===== config.mk =====
export PLATFORM = sky130hd
export DESIGN_NAME = uart_cal_parser
export DESIGN_NICKNAME = d
export VERILOG_FILES = /design/src/rtl/uart_cal_parser.sv
export SDC_FILE = /design/constraint.sdc
export NUM_CORES = 1
export LEC_CHECK = 0
export CAP_MARGIN = 20
export CORE_ASPECT_RATIO = 2
export CORE_MARGIN = 1
export CORE_UTILIZATION = 56
export CTS_BUF_LIST = sky130_fd_sc_hd__clkbuf_4 sky130_fd_sc_hd__clkbuf_8
export CTS_CLUSTER_DIAMETER = 100
export DETAILED_ROUTE_END_ITERATION = 10
export PLACE_DENSITY = 0.87
export SLEW_MARGIN = 0
export SYNTH_ARGS = -nofsm -noshare
export SYNTH_HDL_FRONTEND = slang
export SYNTH_SLANG_ARGS = --single-unit

===== constraint.sdc =====
create_clock -name clk -period 3.7 [get_ports clk]
set_clock_uncertainty 0.05 [all_clocks]
set_input_delay 0.74 -clock clk [delete_from_list [all_inputs] [get_ports clk]]
set_output_delay 0.74 -clock clk [all_outputs]
set_load 0.02 [all_outputs]

===== src/rtl/uart_cal_parser.sv =====
// rtl/uart_cal_parser.sv - ASCII "<operand><op><operand><terminator>" parser feeding the calculator ALU
// Turns received UART bytes into signed operands, an operator one-hot and status flags.
module uart_cal_parser #(
   parameter int MAX_DIGITS = 5
) (
   input  logic        clk,
   input  logic        n_rst,
   input  logic [7:0]  rx_data,
   input  logic        rx_valid,
   input  logic        alu_done,
   output logic [3:0]  dtype,
   output logic [4:0]  operator,
   output logic [15:0] src1,
   output logic [15:0] src2,
   output logic        parser_done,
   output logic        busy
);

   localparam int CW = $clog2(MAX_DIGITS + 2);

   typedef enum logic [2:0] {
      S_IDLE, S_OP1, S_OP2_START, S_OP2, S_ERR, S_EMIT, S_WAIT_ALU
   } state_t;

   typedef enum logic [1:0] {K_ADD, K_SUB, K_MUL, K_DIV} opk_t;

   state_t        state_q, state_d;
   opk_t          opk_q, opk_d;
   logic          neg1_q, neg1_d, neg2_q, neg2_d, syn_q, syn_d;
   logic [16:0]   mag1_q, mag1_d, mag2_q, mag2_d;
   logic [CW-1:0] cnt1_q, cnt1_d, cnt2_q, cnt2_d;
   logic [3:0]    dtype_q, dtype_d;
   logic [4:0]    operator_q, operator_d;
   logic [15:0]   src1_q, src1_d, src2_q, src2_d;

   logic       is_digit, is_term, is_space, is_minus, is_op, err, load, ovf, bad;
   logic [3:0] digit;
   opk_t       opk_rx;

   function automatic logic [16:0] acc10(input logic [16:0] m, input logic [3:0] d);
      logic [20:0] s;
      s = ({4'd0, m} << 3) + ({4'd0, m} << 1) + {17'd0, d};
      return (s > 21'h1FFFF) ? 17'h1FFFF : s[16:0];
   endfunction

   function automatic logic [CW-1:0] cnt_inc(input logic [CW-1:0] c);
      return (c == CW'(MAX_DIGITS + 1)) ? c : c + 1'b1;
   endfunction

   always_comb begin
      is_digit = (rx_data >= 8'h30) && (rx_data <= 8'h39);
      digit    = rx_data[3:0];
      is_term  = (rx_data == 8'h3D) || (rx_data == 8'h0D);
      is_space = (rx_data == 8'h20);
      is_minus = (rx_data == 8'h2D);
      is_op    = 1'b1;
      opk_rx   = K_ADD;
      case (rx_data)
         8'h2B:   opk_rx = K_ADD;
         8'h2D:   opk_rx = K_SUB;
         8'h2A:   opk_rx = K_MUL;
         8'h2F:   opk_rx = K_DIV;
         default: is_op = 1'b0;
      endcase
   end

   always_comb begin
      state_d = state_q;
      opk_d   = opk_q;
      neg1_d  = neg1_q;
      neg2_d  = neg2_q;
      syn_d   = syn_q;
      mag1_d  = mag1_q;
      mag2_d  = mag2_q;
      cnt1_d  = cnt1_q;
      cnt2_d  = cnt2_q;
      err     = 1'b0;
      load    = 1'b0;
      case (state_q)
         S_IDLE: if (rx_valid && !is_space) begin
            if (is_minus) begin
               neg1_d  = 1'b1;
               state_d = S_OP1;
            end else if (is_digit) begin
               mag1_d  = {13'd0, digit};
               cnt1_d  = CW'(1);
               state_d = S_OP1;
            end else if (!is_term) begin
               err = 1'b1;
            end
         end
         S_OP1: if (rx_valid && !is_space) begin
            if (is_digit) begin
               mag1_d = acc10(mag1_q, digit);
               cnt1_d = cnt_inc(cnt1_q);
            end else if (is_op && cnt1_q != '0) begin
               opk_d   = opk_rx;
               state_d = S_OP2_START;
            end else begin
               err = 1'b1;
            end
         end
         S_OP2_START: if (rx_valid && !is_space) begin
            if (is_minus && !neg2_q) begin
               neg2_d = 1'b1;
            end else if (is_digit) begin
               mag2_d  = {13'd0, digit};
               cnt2_d  = CW'(1);
               state_d = S_OP2;
            end else begin
               err = 1'b1;
            end
         end
         S_OP2: if (rx_valid && !is_space) begin
            if (is_digit) begin
               mag2_d = acc10(mag2_q, digit);
               cnt2_d = cnt_inc(cnt2_q);
            end else if (is_term) begin
               load    = 1'b1;
               state_d = S_EMIT;
            end else begin
               err = 1'b1;
            end
         end
         S_ERR: if (rx_valid && is_term) begin
            load    = 1'b1;
            state_d = S_EMIT;
         end
         S_EMIT: begin
            state_d = (dtype_q[3:2] == 2'b00) ? S_WAIT_ALU : S_IDLE;
            neg1_d  = 1'b0;
            neg2_d  = 1'b0;
            syn_d   = 1'b0;
            mag1_d  = '0;
            mag2_d  = '0;
            cnt1_d  = '0;
            cnt2_d  = '0;
            opk_d   = K_ADD;
         end
         S_WAIT_ALU: if (alu_done) state_d = S_IDLE;
         default: state_d = S_IDLE;
      endcase
      // A bad terminator ends the expression at once instead of parking in ERR.
      if (err) begin
         syn_d = 1'b1;
         if (is_term) begin
            load    = 1'b1;
            state_d = S_EMIT;
         end else begin
            state_d = S_ERR;
         end
      end
   end

   always_comb begin
      ovf = (cnt1_q > CW'(MAX_DIGITS)) || (cnt2_q > CW'(MAX_DIGITS))
         || (neg1_q ? (mag1_q > 17'd32768) : (mag1_q > 17'd32767))
         || (neg2_q ? (mag2_q > 17'd32768) : (mag2_q > 17'd32767));
      bad        = ovf || syn_d;
      dtype_d    = dtype_q;
      operator_d = operator_q;
      src1_d     = src1_q;
      src2_d     = src2_q;
      if (load) begin
         dtype_d    = {syn_d, ovf, neg2_q, neg1_q};
         operator_d = '0;
         src1_d     = '0;
         src2_d     = '0;
         if (!bad) begin
            src1_d = neg1_q ? (16'd0 - mag1_q[15:0]) : mag1_q[15:0];
            src2_d = neg2_q ? (16'd0 - mag2_q[15:0]) : mag2_q[15:0];
            case (opk_q)
               K_ADD:   operator_d = 5'b00001;
               K_SUB:   operator_d = 5'b00010;
               K_MUL:   operator_d = (neg1_q || neg2_q) ? 5'b01000 : 5'b00100;
               default: operator_d = 5'b10000;
            endcase
         end
      end
   end

   always_ff @(posedge clk or negedge n_rst) begin
      if (!n_rst) begin
         state_q    <= S_IDLE;
         opk_q      <= K_ADD;
         neg1_q     <= 1'b0;
         neg2_q     <= 1'b0;
         syn_q      <= 1'b0;
         mag1_q     <= '0;
         mag2_q     <= '0;
         cnt1_q     <= '0;
         cnt2_q     <= '0;
         dtype_q    <= '0;
         operator_q <= '0;
         src1_q     <= '0;
         src2_q     <= '0;
      end else begin
         state_q    <= state_d;
         opk_q      <= opk_d;
         neg1_q     <= neg1_d;
         neg2_q     <= neg2_d;
         syn_q      <= syn_d;
         mag1_q     <= mag1_d;
         mag2_q     <= mag2_d;
         cnt1_q     <= cnt1_d;
         cnt2_q     <= cnt2_d;
         dtype_q    <= dtype_d;
         operator_q <= operator_d;
         src1_q     <= src1_d;
         src2_q     <= src2_d;
      end
   end

   assign dtype       = dtype_q;
   assign operator    = operator_q;
   assign src1        = src1_q;
   assign src2        = src2_q;
   assign parser_done = (state_q == S_EMIT);
   assign busy        = (state_q == S_WAIT_ALU);

endmodule


==> results.sh <==
export IMPL_status="complete, but fails checks"
export IMPL_violations="DRC"
export IMPL_core_um2=12480
export IMPL_synth_edf_count=0
export IMPL_dpl_hpwl_um=16530
export IMPL_io_buffers=54
export IMPL_antenna_found_initial=0
export IMPL_layout_min_cycle_time_ns=3.581
export IMPL_grt_pass1_wl_um=36310
export IMPL_worstSetupStartpoint="mag2_q[6]$_DFFE_PN0P_"
export IMPL_p_int_mw=2.367
export IMPL_clock_sinks=89
export IMPL_power_switching_mw=1.702
export IMPL_vias=7112
export IMPL_ant_nets=0
export IMPL_path_buf_inv=1
export IMPL_power_leakage_nw=4.260
export IMPL_grt_usage_pct=36.88
export IMPL_fin_util_pct=69.30
export IMPL_place_gp_congestion=0.9483
export IMPL_nets=1010
export IMPL_io_pins=55
export IMPL_crit_end="mag2_q[3]$_DFFE_PN0P_"
export IMPL_drt_wirelength_per_cell_um=20.65
export IMPL_cp_arrival_ns=3.77
export IMPL_gr_usage_met1_pct=32.52
export IMPL_pwr_share_comb_pct=50.5
export IMPL_route_detailed_drc=2
export IMPL_cp_top_family="compound AO/OA/AOI/OAI gates"
export IMPL_crit_path_end_kind="flip-flop"
export IMPL_r2r_start="mag2_q[6]$_DFFE_PN0P_"
export IMPL_hold_class="input port to async pin"
export IMPL_yosysSeqAreaShare_pct=31.17
export IMPL_ys_seq_elements=89
export IMPL_yosysTopAreaCell="dfrtp_1"
export IMPL_seq_power_share_pct=30.1
export IMPL_cp_common_cell="ha_1"
export IMPL_synth_area_top_cells="dfrtp_1, ha_1, nand2_1, a21oi_1, xor2_1"
export IMPL_drv_cap=0
export IMPL_crit_chain="ha_1 -> ha_1 -> o211a_1 -> a211oi_1 -> a211oi_2 -> o41ai_2 -> nand2_1 -> mux2i_2 -> a2111oi_4 -> buf_4 -> o211ai_1"
export IMPL_cts_hold_buffers=0
export IMPL_cpMaxStageDelayCell="a211oi_1"
export IMPL_async_flop_share_pct=100.0
export IMPL_dr_pass1_iters=8
export IMPL_timing_rr_end="mag2_q[3]$_DFFE_PN0P_"
export IMPL_slew_violations=0
export IMPL_r2r_slack_ns=0.12
export IMPL_top_usage_layer="met2"
export IMPL_syn_avg_cell_area_um2=8.800
export IMPL_setup_viol=0
export IMPL_num_antenna_cells=0
export IMPL_min_period_over_period_pct=96.77
export IMPL_grt_max_degree=43
export IMPL_grtUsageMet3_pct=15.17
export IMPL_drt_iter0_markers=584
export IMPL_fillers=894
export IMPL_avgViaCountPerCell=6.634
export IMPL_power_mw=4.069
export IMPL_yosysWarnings=0
export IMPL_drive_above_1_share_pct=16.70
export IMPL_clk_insertion_delay_late_ns=0.38
export IMPL_die_h_um=161.8
export IMPL_fmax_mhz=279.3
export IMPL_slew_headroom_pct=57.79
export IMPL_grt_pass1_vias=7219
export IMPL_r2r_cells=11
export IMPL_critPathRequiredTime_ns=3.89
export IMPL_grt_overflow_total=0
export IMPL_cts_made_buffers=9
export IMPL_start_util_pct=57.25
export IMPL_clkPwrFrac_pct=19.4
export IMPL_dieArea_um2=13240
export IMPL_power_share_switching_pct=41.83
export IMPL_hold_viol=0
export IMPL_multi_input_area_um2=4708
export IMPL_clk_pin_slew_ns=0.10
export IMPL_cp_start_kind="flip-flop"
export IMPL_met2_usage_pct=61.34
export IMPL_rows=58
export IMPL_cts_buffer_depth=2
export IMPL_cp_depth=11
export IMPL_whs_ns=0.2852
export IMPL_area_growth_syn_to_layout_pct=21.05
export IMPL_wl_um=22130
export IMPL_crit_type="flip-flop to flip-flop"
export IMPL_worst_slew_pin_slew_ns=0.6331
export IMPL_ir_drop_uv=340.7
export IMPL_synth_nets=905
export IMPL_synthDistinctLibCells=76
export IMPL_synth_flop_cell="dfrtp_1"
export IMPL_tritoncts="done"
export IMPL_synth_area_um2=7146
export IMPL_yosys_area_top_type_share_pct=31.17
export IMPL_die_w_um=81.88
export IMPL_h_tree_depth=3
export IMPL_power_density_nw_per_um2=470.5
export IMPL_root_buffer="clkbuf_8"
export IMPL_synth_cells=812
export IMPL_fin_setup_tns_ns=0
export IMPL_cp_max_fo=7
export IMPL_critPathMaxStageDelay_ns=0.51
export IMPL_seq_area_um2=2228
worst reg2reg max path: cells and delay by family, from the launching register on:
kind | cells | cell delay, ns
AOI/OAI and AO/OA | 6 | 1.69
adders and majority gates | 2 | 0.68
buffers and inverters | 1 | 0.20
DFF | 1 | 0.48
muxes | 1 | 0.20
and+or+nand+nor | 1 | 0.15
cell usage after synthesis, types with 6 or more instances:
| master | number |
|---|---|
| nand3_1 | 20 |
| a211oi_1 | 16 |
| a21oi_1 | 60 |
| nor4_1 | 6 |
| inv_1 | 36 |
| clkbuf_1 | 23 |
| o21ai_1 | 8 |
| nand4_1 | 11 |
| nor3_1 | 21 |
| nor2b_1 | 8 |
| xor2_1 | 34 |
| o211ai_1 | 14 |
| o21ai_0 | 49 |
| nand2b_1 | 6 |
| xnor2_1 | 20 |
| a22oi_1 | 14 |
| nor2_1 | 31 |
| a31oi_1 | 12 |
| dfrtp_1 | 89 |
| o21ai_2 | 23 |
| o31ai_1 | 9 |
| a21o_1 | 20 |
| ha_1 | 77 |
| nand2_1 | 107 |
power groups by stage:
stage               registers [mW]  logic, mW  clock network, mW
floorplan                     1.23       1.19                  0
global placement              1.23       1.81                  0
detailed placement            1.24       1.87                  0
CTS                           1.22       1.91              0.788
global route                  1.24       2.25              0.829
finish                        1.22       2.05              0.791
cell families after synthesis:
kind of cell             synth area share (%)
AND/OR/NAND/NOR                         16.18
multiplexers                            1.051
flip-flops                              31.17
AO/OA/AOI/OAI                           26.04
buffers and inverters                   4.342
adder cells (fa/ha/maj)                 14.60
XOR/XNOR                                6.619
layer usage:
metal | share of wire, % | vias to the layer above
met1 | 32 | 3344
li1 | - | 3212
met2 | 53 | 372
met4 | 9.6 | 0
met5 | 0 | -
met3 | 5.7 | 184
timing repair:
item	4_1_cts	5_1_grt
gates resized for setup	11	19
gates cloned	1	0
setup endpoints to repair	34	71
pin swaps	4	8
buffers inserted	2	2
worst min path at each step:
stage                                    start                    end  slack (ns)  cells after the start
after CTS                                n_rst   dtype[3]$_DFFE_PN0P_        0.30                      1
final                                    n_rst   dtype[3]$_DFFE_PN0P_        0.29                      1
after detailed placement  src1[11]$_DFFE_PN0P_   src1[11]$_DFFE_PN0P_        0.41                      2
after global placement    src1[11]$_DFFE_PN0P_   src1[11]$_DFFE_PN0P_        0.41                      2
after global routing                     n_rst   dtype[3]$_DFFE_PN0P_        0.31                      1
after floorplan                          n_rst  cnt1_q[0]$_DFFE_PN0P_        0.39                      0
layout by cell type (no fill, tap or decap), types with 20 or more instances in the layout:
cell type	synthesis	routed
a21o_1	20	20
a21oi_1	60	60
buf_4	1	69
clkdlybuf4s50_1	0	50
dfrtp_1	89	88
ha_1	77	74
inv_1	36	34
nand2_1	107	107
nand3_1	20	20
nor2_1	31	31
nor3_1	21	20
o21ai_0	49	45
o21ai_2	23	26
xnor2_1	20	20
xor2_1	34	33
through the flow:
step                      instances  instance area (µm²)  worst slack (ns)
after floorplan                 812                 7172         -0.001304
after global placement         1050                 8272           -0.5774
after detailed placement       1050                 8272           -0.6758
after CTS                      1069                 8584           0.03703
after global routing           1072                 8650          -0.02972
final                          1072                 8650            0.1195
registers in the layout, summed over array words and instances, names as in the netlist:
register	cells
mag1_q	17
mag2_q	17
src1	16
src2	16
operator	5
dtype	4
cnt1_q	3
cnt2_q	3
state_q	3
opk_q	2
neg1_q	1
neg2_q	1
syn_q	1
layout make-up:
type                       instances  share of cell area, %
multi-input combinational        653                  54.43
clock inverter                     5                 0.9837
tap                              150                  2.170
sequential                        89                  25.76
inverter                          36                  1.606
clock buffer                      11                  1.678
timing repair buffer             128                  13.37
No activity file was read; power rests on OpenSTA's default activity.
==> edit: new RTL, same settings <==
The parameter `MAX_DIGITS` goes from 5 to 10.
--- a/src/rtl/uart_cal_parser.sv
+++ b/src/rtl/uart_cal_parser.sv
@@ -3,3 +3,3 @@
 module uart_cal_parser #(
-   parameter int MAX_DIGITS = 5
+   parameter int MAX_DIGITS = 10
 ) (
Formal check against the unedited RTL: same outputs for any inputs over 4 cycles, from zero or initial values and one cycle with n_rst low; that may be too few to reach the edited logic, so the function may still have changed.
==> edit against the unedited design <==
Critical path depth rose by 2. Sequential cell count is 2 higher. Worst setup slack better by 0.0046 ns. Total power up 16%. Area after synthesis increased by 0.91%. Clock power is 9.0% lower. Cell area fell by 0.49%. Sequential share of layout area rose by 0.71 points. First-iteration DRC count decreased by 2.4%. Largest power group unchanged. Core utilization is 0.74 points lower. Wire length grew 5.4%. Largest cell class unchanged.
==> edit: results (changes against the unedited design) <==
status:
  status: "completed"
critical_path:
  reg2reg_slack_ns: 0.17  # +0.05 ns
  regToRegEndpoint: "src2[1]$_DFFE_PN0P_"
  largest_fanout_of_any_net_on_the_critical_path: 4  # -3
  timing.critical_path.from: "rx_data[2]"
  cell_with_the_biggest_individual_delay_on_the_critical_path: "sky130_fd_sc_hd__or4_4"
grt:
  met1_usage: 0.3559  # +0.03072
  grt_use_total: 0.3739  # +0.005182
logic_synthesis:
  yosys.area_share.xor_xnor: 0.05587  # -0.01031
  synth_nets: 917  # +1.3%
  post_synth_fa_ha_maj_area_fraction: 0.1412  # -0.004788
  synth.area.top_cells: "sky130_fd_sc_hd__dfrtp_1, sky130_fd_sc_hd__ha_1, sky130_fd_sc_hd__o21ai_0"
  ys_seq_area_frac: 0.3158  # +0.004129
  fraction_of_the_mapped_netlist_area_in_compound_gates: 0.2556  # -0.004779
power:
  pwr_density_cell_mw_per_mm2: 547.2  # +16%
  max-vdd-ir-drop_v: 0.0005324  # +56%
placement:
  detailed_place_hpwl_um: 16910  # +2.3%
  rd_place_congestion: 1.035  # +9.2%
route:
  detail_route.first_pass.iterations: 5  # -3
  drc: 0  # -2
  met2RoutedLength_um: 12370  # +5.1%
sta:
  tightest_slew_ns: 0.7242  # +0.09108 ns
  fin_worst_hold_slack_ns: 0.3367  # +0.05160 ns
cells_and_area:
  seq_cells: 91  # +2.2%
  comb.multi_input.count: 663  # +1.5%
  layout.filler_cells: 992  # +11%
## edit: cell types whose count changed in the layout (fill, tap and decap cells not counted), moves of 6 or more
cell | before | now
sky130_fd_sc_hd__a22oi_1 | 14 | 5
sky130_fd_sc_hd__buf_4 | 69 | 63
sky130_fd_sc_hd__a211oi_1 | 12 | 5
sky130_fd_sc_hd__o211ai_1 | 14 | 1
sky130_fd_sc_hd__o31ai_1 | 9 | 17
sky130_fd_sc_hd__nand2_1 | 107 | 99
sky130_fd_sc_hd__nor2_1 | 31 | 57
sky130_fd_sc_hd__o21ai_0 | 45 | 73
sky130_fd_sc_hd__xor2_1 | 33 | 27
sky130_fd_sc_hd__a21o_1 | 20 | 10
sky130_fd_sc_hd__a21oi_1 | 60 | 43
sky130_fd_sc_hd__o221ai_1 | 0 | 6
## edit: timing repair
action / CTS / global route
buffers inserted: 0 / 1
gates cloned: 2 / 0
pin swaps: 2 / 8
endpoints found under the setup margin: 34 / 33
gates resized for setup: 7 / 12
